===== config.mk =====
export PLATFORM = sky130hd
export DESIGN_NAME = alu_exec_unit
export DESIGN_NICKNAME = d
export VERILOG_FILES = /design/src/rtl/alu_pkg.sv /design/src/rtl/alu_comb.sv /design/src/rtl/alu_exec_unit.sv
export SDC_FILE = /design/constraint.sdc
export NUM_CORES = 1
export LEC_CHECK = 0
export ABC_AREA = 1
export BUFFER_PORTS_ARGS = -buffer_cell sky130_fd_sc_hd__buf_4
export CAP_MARGIN = 20
export CORE_MARGIN = 3
export CORE_UTILIZATION = 35
export CTS_BUF_LIST = sky130_fd_sc_hd__clkbuf_4 sky130_fd_sc_hd__clkbuf_8
export DETAILED_ROUTE_END_ITERATION = 10
export PLACE_DENSITY_LB_ADDON = 0.08
export SLEW_MARGIN = 20
export SYNTH_ARGS = -nofsm -noshare
export SYNTH_HDL_FRONTEND = slang
export SYNTH_HIERARCHICAL = 1
export SYNTH_SLANG_ARGS = --single-unit

===== constraint.sdc =====
create_clock -name clk -period 3.9 [get_ports clk]
set_clock_uncertainty 0.05 [all_clocks]
set_input_delay 0.78 -clock clk [delete_from_list [all_inputs] [get_ports clk]]
set_output_delay 0.78 -clock clk [all_outputs]
set_load 0.05 [all_outputs]

===== src/rtl/alu_pkg.sv =====
// Shared ALU definitions: control codes used by the decoder and execute stage, FSM states.
// Latency: n/a (types and constants only).
// Backpressure: n/a.
package alu_pkg;

  // ALU control codes; the three shift codes fill the decoder's unused points
  localparam logic [2:0] ALU_ADD = 3'b000;
  localparam logic [2:0] ALU_SUB = 3'b001;
  localparam logic [2:0] ALU_AND = 3'b010;
  localparam logic [2:0] ALU_OR  = 3'b011;
  localparam logic [2:0] ALU_SLL = 3'b100;
  localparam logic [2:0] ALU_SLT = 3'b101;
  localparam logic [2:0] ALU_SRL = 3'b110;
  localparam logic [2:0] ALU_SRA = 3'b111;

  typedef enum logic [1:0] {
    ST_IDLE  = 2'd0,
    ST_SHIFT = 2'd1,
    ST_DONE  = 2'd2
  } state_t;

  // True for the iterative (one bit per cycle) shift codes
  function automatic logic is_shift(input logic [2:0] code);
    return (code == ALU_SLL) || (code == ALU_SRL) || (code == ALU_SRA);
  endfunction

endpackage


===== src/rtl/alu_comb.sv =====
// Single-cycle ADD/SUB/AND/OR/SLT datapath; shift codes produce zero here.
// Latency: purely combinational.
// Backpressure: none, no state.
module alu_comb
  import alu_pkg::*;
#(
  parameter int WIDTH = 32
) (
  input  logic [WIDTH-1:0] a,
  input  logic [WIDTH-1:0] b,
  input  logic [2:0]       alu_control,
  output logic [WIDTH-1:0] y
);

  // Select the arithmetic/logic result; ADD/SUB wrap, SLT is a signed compare
  always_comb begin
    y = '0;
    case (alu_control)
      ALU_ADD: y = a + b;
      ALU_SUB: y = a - b;
      ALU_AND: y = a & b;
      ALU_OR:  y = a | b;
      ALU_SLT: y = {{(WIDTH-1){1'b0}}, ($signed(a) < $signed(b))};
      default: y = '0;
    endcase
  end

endmodule


===== src/rtl/alu_exec_unit.sv =====
// Registered execute stage: one-cycle ALU ops plus bit-serial shifts (one cycle per bit).
// Latency: 1 edge after accept for ALU ops and zero shifts, N+1 edges for a shift by N.
// Backpressure: in_ready only in IDLE; DONE holds result until out_ready, then IDLE.
module alu_exec_unit
  import alu_pkg::*;
#(
  parameter int WIDTH = 32
) (
  input  logic             clk,
  input  logic             rst,
  input  logic             in_valid,
  output logic             in_ready,
  input  logic [WIDTH-1:0] src_a,
  input  logic [WIDTH-1:0] src_b,
  input  logic [2:0]       alu_control,
  output logic             out_valid,
  input  logic             out_ready,
  output logic [WIDTH-1:0] result,
  output logic             zero,
  output logic             busy
);

  localparam int SW = $clog2(WIDTH);

  state_t           state_q, state_d;
  logic [WIDTH-1:0] result_q, result_d;
  logic             zero_q, zero_d;
  logic [WIDTH-1:0] shreg_q, shreg_d;
  logic [SW-1:0]    cnt_q, cnt_d;
  logic [2:0]       op_q, op_d;

  logic [WIDTH-1:0] comb_y;
  logic [WIDTH-1:0] shift_step;
  logic [SW-1:0]    shamt;

  assign shamt = src_b[SW-1:0];

  alu_comb #(.WIDTH(WIDTH)) u_alu_comb (
    .a           (src_a),
    .b           (src_b),
    .alu_control (alu_control),
    .y           (comb_y)
  );

  // One-bit shift of the working register; SRA replicates the sign bit
  always_comb begin
    shift_step = shreg_q;
    case (op_q)
      ALU_SLL: shift_step = {shreg_q[WIDTH-2:0], 1'b0};
      ALU_SRL: shift_step = {1'b0, shreg_q[WIDTH-1:1]};
      ALU_SRA: shift_step = {shreg_q[WIDTH-1], shreg_q[WIDTH-1:1]};
      default: shift_step = shreg_q;
    endcase
  end

  // Next-state logic: accept in IDLE, iterate in SHIFT, hold in DONE until taken
  always_comb begin
    state_d  = state_q;
    result_d = result_q;
    zero_d   = zero_q;
    shreg_d  = shreg_q;
    cnt_d    = cnt_q;
    op_d     = op_q;
    case (state_q)
      ST_IDLE: begin
        if (in_valid) begin
          op_d = alu_control;
          if (is_shift(alu_control)) begin
            if (shamt == '0) begin
              result_d = src_a;
              zero_d   = (src_a == '0);
              state_d  = ST_DONE;
            end else begin
              shreg_d = src_a;
              cnt_d   = shamt;
              state_d = ST_SHIFT;
            end
          end else begin
            result_d = comb_y;
            zero_d   = (comb_y == '0);
            state_d  = ST_DONE;
          end
        end
      end
      ST_SHIFT: begin
        shreg_d = shift_step;
        cnt_d   = cnt_q - SW'(1);
        // Last step: publish the final value directly so DONE follows immediately
        if (cnt_q == SW'(1)) begin
          result_d = shift_step;
          zero_d   = (shift_step == '0);
          state_d  = ST_DONE;
        end
      end
      ST_DONE: begin
        if (out_ready) state_d = ST_IDLE;
      end
      default: state_d = ST_IDLE;
    endcase
  end

  // State and datapath registers; reset discards any in-flight operation
  always_ff @(posedge clk or posedge rst) begin
    if (rst) begin
      state_q  <= ST_IDLE;
      result_q <= '0;
      zero_q   <= 1'b0;
      shreg_q  <= '0;
      cnt_q    <= '0;
      op_q     <= ALU_ADD;
    end else begin
      state_q  <= state_d;
      result_q <= result_d;
      zero_q   <= zero_d;
      shreg_q  <= shreg_d;
      cnt_q    <= cnt_d;
      op_q     <= op_d;
    end
  end

  // Handshake and status decoded from the state register only
  assign in_ready  = (state_q == ST_IDLE);
  assign out_valid = (state_q == ST_DONE);
  assign busy      = (state_q == ST_SHIFT);
  assign result    = result_q;
  assign zero      = zero_q;

endmodule


==> results.py <==
metrics = {
    "clock_tree": {
        "clock_latency_ns": 0.38,
        "clk_pin_slew_ns": 0.08,
        "numCtsBuffers": 9,
        "htree_levels": 3,
        "clockBufferDepth": 2,
        "cts_tree": "yes",
        "cts-root-buf": "clkbuf_8",
        "cts.sinks": 75,
    },
    "synth": {
        "synth_edf_count": 0,
        "netlist_top_cells_count": "nand2_1, inv_1, nor2_1, nand3_1, o21ai_0",
        "synth-async-reset-ratio": 1.00,
        "ys_seq_area_frac": 0.165,
        "synth_top_cell_area_share": 0.210,
        "yosys.area.top_type": "nand2_1",
        "yosysUniqueCellTypes": 43,
        "yosysMostFrequentCell": "nand2_1",
        "synth.area.top_cells": "nand2_1, dfrtp_1, ha_1, inv_1, nor2_1",
        "yosysWarnings": 6,
        "synth_cells": 2046,
        "synthesis.area_um2": 11400,
        "syn_avg_cell_area_um2": 5.57,
        "synthFlopType": "dfrtp_1",
        "ys_ff_latch": 75,
        "synth_nets": 2228,
    },
    "cells_and_area": {
        "syn2layout_area_growth_pct": 13.4,
        "drive_above_1_share": 0.113,
        "finalNetCount": 2310,
        "final_util": 0.406,
        "diodes": 0,
        "fillers": 3568,
    },
    "routing": {
        "drt_iter0_drc": 1093,
        "viasPerCell": 5.13,
        "wl_um": 48200,
        "drt_pass1_iterations": 6,
        "vias": 13200,
        "ant_nets": 0,
        "wl_per_cell_um": 18.8,
        "drc_errors": 0,
    },
    "pwr": {
        "p_per_area_nw_per_um2": 479,
        "total_power_w": 0.00619,
        "max-vdd-ir-drop_mv": 0.396,
        "leakage_nw": 7.31,
    },
    "global_route": {
        "grt_pass1_vias": 12700,
        "grt_max_degree": 40,
        "antenna_found_initial": 1,
        "grt_pass1_wl_um": 73600,
        "grt_overflow": 0,
        "grt.total_usage": 0.271,
    },
    "sta": {
        "worstMarginPinSlew_ns": 0.810,
        "period_share": 0.911,
        "drv_slew": 0,
        "worst_slack_ns": 0.345,
        "max_freq_mhz": 281,
        "layout_min_cycle_time_ns": 3.55,
        "hold_viol_final": 0,
        "rsz0062_at_grt": "no",
        "setup_viol": 0,
        "slew_headroom": 0.459,
    },
    "floorplanning": {
        "chipHeight_um": 186,
        "die_x_um": 186,
        "core.rowCount": 65,
        "core_area_um2": 31800,
        "start_util": 0.358,
        "boundaryPins": 107,
        "die_area_um2": 34800,
    },
    "critical_path": {
        "crit_top_cell": "nand2_1",
        "crit_required_ns": 4.15,
        "cp_max_fo": 5,
        "max_stage_delay_ns": 0.40,
        "worstSetupEndpointType": "register",
        "arrival_ns": 3.81,
        "cp_slowest_cell": "fa_1",
        "cp_top_family": "simple AND/OR/NAND/NOR gates",
        "path_cells": "buf_4, ha_1, inv_1, fa_1, inv_1, nand2_1, nand3b_2, nand2_1, nand2_1, nand2_1, nand2_1, nand2_1, nand3_1, nand3_1, or2_2, nor2_1, nand2_1, nor2_1, nand2_1, nand2_1, a21oi_1, a21oi_2",
        "path_class": "input port to register",
        "cp_num_buf_inv": 3,
        "cp-start-kind": "input port",
    },
    "flow_run": {
        "drv_cap": 0,
    },
    "placed_design": {
        "dpl_worst_slack_ns": -0.0942,
        "dpl.hpwl_um": 39100,
        "gp_congestion": 0.971,
        "io_buffers": 106,
    },
    "run_status": {
        "status": "complete, no violations",
    },
    "hold_path": {
        "worstHoldPathType": "register to register",
    },
}
## layout by cell type (no fill, tap or decap), drive strengths merged, types with 8 or more instances in the layout
| cell | n |
|---|---|
| a21oi | 63 |
| buf | 150 |
| clkbuf | 10 |
| dfrtp | 75 |
| ha | 109 |
| inv | 370 |
| nand2 | 653 |
| nand3 | 173 |
| nand3b | 8 |
| nand4 | 14 |
| nor2 | 249 |
| nor3 | 20 |
| o2111ai | 8 |
| o211ai | 21 |
| o21ai | 135 |
| o221ai | 9 |
| o22ai | 22 |
## routing by layer
layer | wire (µm) | GRT usage | vias up
met1 | 22000 | 0.369 | 6158
li1 | - | - | 6536
met3 | 2910 | 0.0383 | 69
met5 | 13 | 0 | -
met4 | 1410 | 0.0837 | 2
met2 | 21800 | 0.446 | 414
## what timing repair did
action,CTS,global route
setup endpoints to repair,0,1
gates resized for setup,0,1
buffers inserted,0,0
hold buffers,0,0
## registers in the layout, summed over array words and instances (netlist names)
name and count:
result 32, state_q 2, shreg_q 32, cnt_q 5, zero 1, op_q 3
## per-stage QoR
stage / area, µm² / hold WS, ns / TNS [ns] / std cells
after floorplan: 11400 / 0.425 / 0 / 2046
after global placement: 12700 / 0.414 / -0.0694 / 2552
after detailed placement: 12700 / 0.417 / -0.0942 / 2552
after CTS: 12900 / 0.438 / 0 / 2567
after global routing: 12900 / 0.464 / 0 / 2567
final: 12900 / 0.433 / 0 / 2567
## report_power, final
part	internal, W	total (W)	switching [W]
Combinational	0.00120	0.00405	0.00285
Sequential	0.00114	0.00146	0.000315
Clock	0.000372	0.000683	0.000311
## cells by family (layout without fill, tap and decap cells)
family	count (synthesis)	in the layout	share of synthesized area
and+or+nand+nor	1132	1132	0.415
buffers and inverters	453	539	0.159
adders and majority gates	111	111	0.123
xor gates and xnor gates	1	1	0.000769
AOI/OAI and AO/OA	274	274	0.138
DFF	75	75	0.165
## area by class of cell
class | count | area (µm²) | area share
Clock buffer | 10 | 138 | 0.0107
Clock inverter | 5 | 77.6 | 0.00601
Inverter | 374 | 1410 | 0.109
Multi-Input combinational cell | 1518 | 7720 | 0.598
Sequential cell | 75 | 1880 | 0.145
Tap cell | 435 | 544 | 0.0421
Timing Repair Buffer | 150 | 1150 | 0.0891
## final timing paths
kind                       startpoint  slack [ns]           to  cells after the start
max                          src_a[0]        0.35         zero                     22
min                         result[6]        0.43    result[6]                      2
max reg2reg                   op_q[2]        1.24         zero                     10
min reg2reg                 result[6]        0.43    result[6]                      2
max in group asynchronous         rst        2.59   shreg_q[4]                      3
min in group asynchronous         rst        0.45  shreg_q[26]                      2
## tightest hold or removal path, stage by stage, from the launching register on
cell	delay [ns]
dfrtp_1	0.35
nand2_1	0.05
nand2_1	0.05
No activity file was read; power rests on OpenSTA's default activity.
